<file path="src/rtl/dscope_pkg.sv">
// Shared definitions for the slot sequencer: FSM encoding and default sizing.
package dscope_pkg;

  localparam int NUM_SLOTS_DEF = 4;
  localparam int TS_W_DEF      = 16;
  localparam int SLOT_W_DEF    = 2;

  localparam logic [7:0] OVR_CNT_MAX = 8'hFF;

  typedef enum logic {
    ST_IDLE = 1'b0,
    ST_RUN  = 1'b1
  } state_t;

endpackage

</file>
<file path="src/rtl/slot_next_sel.sv">
// Finds the next active slot index. With first=1 the search starts at slot 0
// inclusive, otherwise it looks strictly above cur_idx.
module slot_next_sel #(
  parameter int NUM_SLOTS = 4,
  parameter int SLOT_W    = 2
) (
  input  logic [NUM_SLOTS-1:0] mask,
  input  logic [SLOT_W-1:0]    cur_idx,
  input  logic                 first,
  output logic [SLOT_W-1:0]    next_idx,
  output logic                 found
);

  // Descending scan so the lowest qualifying index is the one left standing.
  always_comb begin
    next_idx = '0;
    found    = 1'b0;
    for (int k = NUM_SLOTS - 1; k >= 0; k--) begin
      if (mask[k] && (first || (k > int'(cur_idx)))) begin
        next_idx = SLOT_W'(k);
        found    = 1'b1;
      end
    end
  end

endmodule

</file>
<file path="src/rtl/slot_sequencer.sv">
// Frame slot sequencer: walks the enabled, nonzero-duration slots of a frame,
// one slot after another, using a config snapshot taken at frame start.
//
// state   | meaning
// IDLE    | waiting for i_sync, or for the free-run restart in the complete cycle
// RUN     | a slot is active; counter runs up to its duration-1
module slot_sequencer
  import dscope_pkg::*;
#(
  parameter int NUM_SLOTS = NUM_SLOTS_DEF,
  parameter int TS_W      = TS_W_DEF,
  parameter int SLOT_W    = SLOT_W_DEF
) (
  input  logic                      rst_n,
  input  logic                      adc_clk,
  input  logic                      i_sync,
  input  logic [NUM_SLOTS*TS_W-1:0] i_ts_time,
  input  logic [NUM_SLOTS-1:0]      i_slot_en,
  input  logic                      i_free_run,
  input  logic                      i_clr_err,
  output logic [SLOT_W-1:0]         o_slot,
  output logic                      o_slot_sync,
  output logic                      o_complite,
  output logic                      o_busy,
  output logic                      o_overrun,
  output logic [7:0]                o_overrun_cnt
);

  state_t                    state, state_nx;
  logic [NUM_SLOTS*TS_W-1:0] sh_ts, sh_ts_nx;
  logic [NUM_SLOTS-1:0]      sh_en, sh_en_nx;
  logic [TS_W-1:0]           cnt, cnt_nx;
  logic [SLOT_W-1:0]         slot_nx;
  logic                      ss_nx, cpl_nx, ovr_nx;
  logic [7:0]                ocnt_nx;

  logic [NUM_SLOTS-1:0]      act_in, act_sh;
  logic [SLOT_W-1:0]         first_idx, adv_idx;
  logic                      first_found, adv_found;
  logic [TS_W-1:0]           cur_dur;
  logic                      start;

  // Active masks: the live inputs for the start decision, the snapshot for advancing.
  always_comb begin
    act_in = '0;
    act_sh = '0;
    for (int k = 0; k < NUM_SLOTS; k++) begin
      act_in[k] = i_slot_en[k] && (i_ts_time[k*TS_W +: TS_W] != '0);
      act_sh[k] = sh_en[k] && (sh_ts[k*TS_W +: TS_W] != '0);
    end
  end

  assign cur_dur = sh_ts[int'(o_slot)*TS_W +: TS_W];
  assign start   = (state == ST_IDLE) && (i_sync || (i_free_run && o_complite));
  assign o_busy  = (state == ST_RUN);

  slot_next_sel #(.NUM_SLOTS(NUM_SLOTS), .SLOT_W(SLOT_W)) u_first_sel (
    .mask     (act_in),
    .cur_idx  ('0),
    .first    (1'b1),
    .next_idx (first_idx),
    .found    (first_found)
  );

  slot_next_sel #(.NUM_SLOTS(NUM_SLOTS), .SLOT_W(SLOT_W)) u_adv_sel (
    .mask     (act_sh),
    .cur_idx  (o_slot),
    .first    (1'b0),
    .next_idx (adv_idx),
    .found    (adv_found)
  );

  // Next-state and next-output decode.
  always_comb begin
    state_nx = state;
    sh_ts_nx = sh_ts;
    sh_en_nx = sh_en;
    cnt_nx   = cnt;
    slot_nx  = o_slot;
    ss_nx    = 1'b0;
    cpl_nx   = 1'b0;
    ovr_nx   = 1'b0;
    ocnt_nx  = o_overrun_cnt;

    case (state)
      ST_IDLE: begin
        if (start) begin
          sh_ts_nx = i_ts_time;
          sh_en_nx = i_slot_en;
          cnt_nx   = '0;
          if (first_found) begin
            state_nx = ST_RUN;
            slot_nx  = first_idx;
            ss_nx    = 1'b1;
          end else begin
            cpl_nx = 1'b1;
          end
        end
      end
      ST_RUN: begin
        ovr_nx = i_sync;
        if (cnt == cur_dur - TS_W'(1)) begin
          cnt_nx = '0;
          if (adv_found) begin
            slot_nx = adv_idx;
            ss_nx   = 1'b1;
          end else begin
            state_nx = ST_IDLE;
            cpl_nx   = 1'b1;
          end
        end else begin
          cnt_nx = cnt + TS_W'(1);
        end
      end
      default: state_nx = ST_IDLE;
    endcase

    // A clear coinciding with an overrun still records that overrun.
    if (ovr_nx) begin
      if (i_clr_err)                         ocnt_nx = 8'd1;
      else if (o_overrun_cnt != OVR_CNT_MAX) ocnt_nx = o_overrun_cnt + 8'd1;
    end else if (i_clr_err) begin
      ocnt_nx = 8'd0;
    end
  end

  // State, snapshot and registered outputs.
  always_ff @(posedge adc_clk or negedge rst_n) begin
    if (!rst_n) begin
      state         <= ST_IDLE;
      sh_ts         <= '0;
      sh_en         <= '0;
      cnt           <= '0;
      o_slot        <= '0;
      o_slot_sync   <= 1'b0;
      o_complite    <= 1'b0;
      o_overrun     <= 1'b0;
      o_overrun_cnt <= 8'd0;
    end else begin
      state         <= state_nx;
      sh_ts         <= sh_ts_nx;
      sh_en         <= sh_en_nx;
      cnt           <= cnt_nx;
      o_slot        <= slot_nx;
      o_slot_sync   <= ss_nx;
      o_complite    <= cpl_nx;
      o_overrun     <= ovr_nx;
      o_overrun_cnt <= ocnt_nx;
    end
  end

endmodule

</file>
<file path="config.mk">
export PLATFORM = sky130hd
export DESIGN_NAME = slot_sequencer
export DESIGN_NICKNAME = d
export VERILOG_FILES = /design/src/rtl/dscope_pkg.sv /design/src/rtl/slot_next_sel.sv /design/src/rtl/slot_sequencer.sv
export SDC_FILE = /design/constraint.sdc
export NUM_CORES = 1
export LEC_CHECK = 0
export CAP_MARGIN = 20
export CORE_UTILIZATION = 40
export CTS_CLUSTER_DIAMETER = 200
export DETAILED_ROUTE_END_ITERATION = 7
export PLACE_DENSITY = 0.65
export SYNTH_ARGS = -nofsm -noshare
export SYNTH_HDL_FRONTEND = slang
export SYNTH_SLANG_ARGS = --single-unit
</file>
<file path="constraint.sdc">
create_clock -name adc_clk -period 3.4 [get_ports adc_clk]
set_input_delay 0.68 -clock adc_clk [delete_from_list [all_inputs] [get_ports adc_clk]]
set_output_delay 0.68 -clock adc_clk [all_outputs]
set_load 0.01 [all_outputs]
</file>
==> impl_metrics.json, run 1 <==
{
  "peakVddDrop_mv": 0.283,
  "seq_area_frac_synth": 0.453,
  "cp-start-kind": "flip-flop",
  "postCtsHoldBufs": 0,
  "synthCells": 446,
  "synth_area_leaders": "dfrtp_1 45%, mux2_2 14%, mux4_2 3.8%",
  "clkSlewWorstSetupHoldPaths_ns": 0.07,
  "cp.arrival_ns": 3.52,
  "gr-total-overflow": 0,
  "place_congestion": 0.847,
  "hold_viol": 0,
  "path_class": "flip-flop to flip-flop",
  "antenna_found_initial": 0,
  "io_pins": 87,
  "p_leak_nw": 2.82,
  "async_reset_ff_frac": 1.00,
  "cts_buffers": 9,
  "fin_crit_ns": 3.28,
  "cts_max_level": 3,
  "fin_area_um2": 6950,
  "synth_most_common_cell": "dfrtp_1",
  "grt_max_degree": 81,
  "cp_max_fo": 5,
  "tightestPinTransition_ns": 0.690,
  "ys_seq_elements": 97,
  "synth_mux_area_frac": 0.230,
  "fmax_ghz": 0.305,
  "r2r-end": "o_slot[0]$_DFFE_PN0P_",
  "yosys_warnings": 0,
  "reg2reg_slack_ns": 0.12,
  "firstDrtPassIters": 4,
  "cts_tree": "yes",
  "wl_per_cell_um": 18.4,
  "synth_area_per_cell_um2": 12.0,
  "dp.cells": 714,
  "drt_iter0_markers": 189,
  "die_w_um": 118,
  "status": "complete, no violations",
  "reg2reg_depth": 13,
  "ys_top_cells_by_count": "97 x dfrtp_1, 68 x mux2_2, 30 x nor4_1",
  "synth_xor_xnor_area_share": 0.0620,
  "synth_compound_area_frac": 0.0609,
  "synth_area_um2": 5360,
  "syn_to_final_growth_pct": 29.5,
  "num_antenna_cells": 0,
  "max_slew_margin": 0.536,
  "rr_startpoint": "o_slot[0]$_DFFE_PN0P_",
  "clockBufferDepth": 2,
  "finalClockSkew_ns": 0.00896,
  "synth_top_family_by_area": "multiplexers",
  "rows": 41,
  "synth_top_area_cell": "dfrtp_1",
  "drcViolationCount": 0,
  "setup-violations-final": 0,
  "instances_no_fill": 734,
  "place_area_um2": 6600,
  "clockRootBuffer": "clkbuf_16",
  "die_y_um": 118,
  "grt_pass1_vias": 4274,
  "core_area_um2": 12800,
  "synth_edf_count": 0,
  "via_count": 4131,
  "vias_per_cell": 5.63,
  "worstPathRequired_ns": 3.63,
  "drive_above_1_share": 0.278,
  "routed_wl_um": 13500,
  "endpoint_kind": "flip-flop",
  "insertion_delay_ns": 0.36,
  "synth.net_count": 522,
  "synth_top_area_share": 0.453,
  "die_area_um2": 13900,
  "hpwl_um": 10200,
  "drv_slew": 0,
  "drtAntennaViolNets": 0,
  "portBuffers": 86,
  "hold_path_class": "input pin to asynchronous set/reset pin",
  "finish.net_count": 633,
  "fin_crit_sh": 0.966,
  "initial_core_util": 0.418,
  "hold_ws_ns": 0.317,
  "synth-simple-area-share": 0.156,
  "grt_pass1_wl_um": 22200,
  "maxCapViolCount": 0,
  "grtUsageTotal": 0.206,
  "synth_cell_types": 56,
  "powerDensity_nw_per_um2": 610,
  "synth-main-ff-cell": "dfrtp_1",
  "synth_fa_ha_area_frac": 0.00700,
  "clock_sinks": 97
}
worst max path at each step:
stage / start / slack (ns) / cells after the start / endpoint
after global routing: o_slot[0]$_DFFE_PN0P_ / -0.05 / 13 / o_busy$_DFF_PN0_
after global placement: o_slot[0]$_DFFE_PN0P_ / 0.0002 / 9 / o_slot[0]$_DFFE_PN0P_
after CTS: o_slot[0]$_DFFE_PN0P_ / 0.01 / 9 / o_slot[0]$_DFFE_PN0P_
final: o_slot[0]$_DFFE_PN0P_ / 0.12 / 13 / o_slot[0]$_DFFE_PN0P_
after detailed placement: o_slot[0]$_DFFE_PN0P_ / -0.11 / 9 / o_slot[0]$_DFFE_PN0P_
after floorplan: o_slot[0]$_DFFE_PN0P_ / 0.07 / 15 / cnt[10]$_DFFE_PN0P_
cell usage in the layout, fill, tap and decap left out, types with 10 or more instances in the layout:
master / instances
nand3_1: 10
nor4_1: 30
nand4_1: 15
inv_1: 11
xor2_1: 15
clkdlybuf4s50_1: 85
xnor2_1: 23
mux2_2: 68
mux4_2: 12
nor2_1: 22
nand2_1: 18
dfrtp_1: 96
nor3_2: 12
buf_4: 30
routing by layer:
layer / track usage / part of all wire / vias to the layer above
li1: - / - / 1912
met1: 0.267 / 0.44 / 2071
met2: 0.327 / 0.48 / 125
met3: 0.0417 / 0.051 / 23
met4: 0.106 / 0.028 / 0
met5: 0 / 0 / -
report_power, final:
group / internal, W / leakage (nW) / switching (W)
Sequential: 0.00140 / 1.20 / 0.000289
Clock: 0.000495 / 0.136 / 0.000443
Combinational: 0.000888 / 1.48 / 0.000724
sequential cells by signal (all words and copies together) (netlist names):
signal / count
cnt: 16
o_busy: 1
o_complite: 1
o_overrun: 1
o_overrun_cnt: 8
o_slot: 2
o_slot_sync: 1
sh_en: 3
sh_ts: 64
final cells by class:
type	instances	area, um2
clock buffer	9	225
clock inverter	7	45.0
fill	1141	5880
inverter	11	41.3
multi-input combinational	317	2810
sequential	97	2430
tap	172	215
timing repair buffer	121	1180
worst max-delay path, cell delays in order (launching register included):
cell	delay, ns
dfrtp_2	0.39
buf_12	0.13
mux4_2	0.53
inv_1	0.08
ha_1	0.16
buf_4	0.12
nand4_1	0.11
and3_1	0.21
nor4b_1	0.31
o31ai_1	0.16
a2111oi_4	0.29
buf_4	0.20
a31oi_4	0.11
mux2_1	0.35
stage by stage:
| stage | power, W | utilization | setup TNS (ns) | setup WS [ns] |
|---|---|---|---|---|
| after detailed placement | 0.00324 | 0.515 | -1.13 | -0.112 |
| after global placement | 0.00318 | 0.515 | 0 | 0.000211 |
| final | 0.00424 | 0.542 | 0 | 0.116 |
| after CTS | 0.00420 | 0.536 | 0 | 0.0104 |
| after global routing | 0.00449 | 0.542 | -0.334 | -0.0465 |
| after floorplan | 0.00265 | - | 0 | 0.0733 |
kinds of logic (layout without fill, tap and decap cells):
family / after synthesis / after routing
xor gates and xnor gates: 38 / 38
adders and majority gates: 3 / 3
and+or+nand+nor: 142 / 142
DFF: 97 / 97
buffers and inverters: 32 / 148
muxes: 92 / 92
AOI/OAI and AO/OA: 42 / 42
repair_timing:
item,CTS,global route
pin swaps,0,4
buffers inserted,0,4
hold endpoints to repair,0,0
resized for setup,1,11
setup endpoints to repair,18,19
Note: power is estimated with default switching activity, not from simulation.
==> run 2: changes to the inputs <==
--- a/config.mk
+++ b/config.mk
@@ -6,10 +6,10 @@
 export NUM_CORES = 1
 export LEC_CHECK = 0
 export CAP_MARGIN = 20
-export CORE_UTILIZATION = 40
+export CORE_UTILIZATION = 49
 export CTS_CLUSTER_DIAMETER = 200
 export DETAILED_ROUTE_END_ITERATION = 7
-export PLACE_DENSITY = 0.65
+export PLACE_DENSITY = 0.77
 export SYNTH_ARGS = -nofsm -noshare
 export SYNTH_HDL_FRONTEND = slang
 export SYNTH_SLANG_ARGS = --single-unit
==> run 2 against run 1 <==
Against the previous run:
- non-clock buffer count down 9
- via count down 0.58%
- register-to-register slack better by 0.02 ns
- count of clock-buffer cells in the layout up 1
- combinational power down 6%
- critical endpoint is now o_busy$_DFF_PN0_
- largest power group unchanged
- highest routed layer unchanged
==> impl_metrics.json, run 2 (same netlist as run 1, synthesis figures left out) <==
{
  "cp.arrival_ns": 3.51,
  "grt_max_degree": 81,
  "finalClockSkew_ns": 0.00939,
  "largest_reg_flops": 64,
  "reg2reg_slack_ns": 0.13,
  "total_power_w": 0.00409,
  "tightestPinTransition_ns": 0.612,
  "num_antenna_cells": 0,
  "cts_buffers": 9,
  "num-fill-cells": 808,
  "die_y_um": 107,
  "peakVddDrop_mv": 0.325,
  "maxCapViolCount": 0,
  "die_w_um": 107,
  "powerDensity_nw_per_um2": 606,
  "place_area_um2": 6490,
  "clkSlewWorstSetupHoldPaths_ns": 0.09,
  "top_regs": "sh_ts: 64 flops, cnt: 16 flops, o_overrun_cnt: 8 flops",
  "clock_sinks": 97,
  "final_util": 0.646,
  "grtUsageTotal": 0.243,
  "layout_commonest_cell": "dfrtp_1",
  "via_count": 4107,
  "place_congestion": 1.01,
  "final_cell_mix": "96 x dfrtp_1, 85 x clkdlybuf4s50_1, 68 x mux2_2",
  "instances_no_fill": 689,
  "core_area_um2": 10500,
  "gr-max-usage-layer": "met2",
  "setup_ws_ns": 0.134,
  "use_met3": 0.0413,
  "clockBufferDepth": 2,
  "io_pins": 87,
  "path_class": "flip-flop to flip-flop",
  "cts_max_level": 3,
  "drv_slew": 0,
  "rows": 37,
  "dp.cells": 671,
  "syn_to_final_growth_pct": 26.0,
  "top_register": "sh_ts",
  "timing.critical_path.slowest_stage_cell": "mux4_1",
  "drcViolationCount": 0,
  "cp-start-kind": "flip-flop",
  "antenna_found_initial": 0,
  "drive_above_1_share": 0.255,
  "setup-violations-final": 0,
  "hold_viol": 0,
  "insertion_delay_ns": 0.36,
  "portBuffers": 86,
  "hpwl_um": 10200,
  "hold_path_class": "input pin to asynchronous set/reset pin",
  "max_stage_delay_ns": 0.61,
  "vias_per_cell": 5.96,
  "fin_area_um2": 6760,
  "use_met2": 0.397,
  "gr-total-overflow": 0,
  "drtAntennaViolNets": 0,
  "finish.net_count": 624,
  "grt_pass1_wl_um": 21100,
  "die_area_um2": 11400,
  "p_leak_nw": 2.75,
  "grt_util_met1": 0.316,
  "pre_cts_ws_ns": 0.00314,
  "max_slew_margin": 0.590,
  "initial_core_util": 0.513,
  "postCtsHoldBufs": 0,
  "status": "complete, no violations",
  "worstPathRequired_ns": 3.64,
  "wl_per_cell_um": 18.8,
  "fin_crit_sh": 0.961,
  "grt_pass1_vias": 4184,
  "clockRootBuffer": "clkbuf_8",
  "cts_tree": "yes",
  "fin_crit_ns": 3.27,
  "firstDrtPassIters": 4,
  "fmax_ghz": 0.306,
  "cp_max_fo": 7,
  "endpoint_kind": "flip-flop",
  "drt_iter0_markers": 149,
  "routed_wl_um": 12900,
  "crit_chain": "buf_4 -> buf_4 -> mux4_1 -> nor4_4 -> buf_4 -> a211oi_1 -> nor3b_1 -> a31oi_1 -> a2111oi_4 -> a21boi_2 -> or3_1",
  "crit_top_cell": "buf_4"
}
run 2: routing by layer:
metal  vias to the layer above  routed length, um
met5                         -                  0
met3                        26                648
met2                       160               6320
met4                         0                405
met1                      2030               5550
li1                       1891                  -
run 2: worst paths after layout:
path / start / endpoint / cells after the start
worst min-delay path: rst_n / sh_ts[22]$_DFFE_PN0P_ / 1
max in group asynchronous: rst_n / sh_ts[14]$_DFFE_PN0P_ / 2
min in group adc_clk: sh_ts[14]$_DFFE_PN0P_ / sh_ts[14]$_DFFE_PN0P_ / 1
worst max register to register: o_slot[0]$_DFFE_PN0P_ / o_busy$_DFF_PN0_ / 11
worst max-delay path: o_slot[0]$_DFFE_PN0P_ / o_busy$_DFF_PN0_ / 11
worst min register to register: sh_ts[14]$_DFFE_PN0P_ / sh_ts[14]$_DFFE_PN0P_ / 1
run 2: layout make-up:
| type | instances | area, um2 | share of cell area |
|---|---|---|---|
| sequential | 97 | 2430 | 0.359 |
| tap | 136 | 170 | 0.0252 |
| multi-input combinational | 317 | 2790 | 0.412 |
| clock buffer | 10 | 128 | 0.0189 |
| clock inverter | 6 | 114 | 0.0168 |
| timing repair buffer | 112 | 1090 | 0.161 |
| inverter | 11 | 41.3 | 0.00611 |
run 2: through the flow:
stage	hold slack, ns	setup TNS (ns)
floorplan	0.384	0
global placement	0.491	0
detailed placement	0.502	0
CTS	0.302	0
global route	0.322	-0.00208
finish	0.288	0
run 2: worst max-delay path, delay by kind of cell (launching register included):
family	cells	cell delay [ns]
muxes	1	0.61
AOI/OAI and AO/OA	4	0.76
DFF	1	0.45
buffers and inverters	3	0.46
and+or+nand+nor	3	0.86
run 2: timing repair:
action,CTS,global route
pin swaps,0,1
gates resized for setup,1,3
setup buffers,0,2
setup endpoints to repair,3,18
run 2: where the power goes:
part           internal (W)  leakage [nW]  switching (W)
Combinational      0.000823          1.43       0.000694
Sequential          0.00139          1.20       0.000294
Clock              0.000491         0.113       0.000399
Total               0.00271          2.75        0.00139
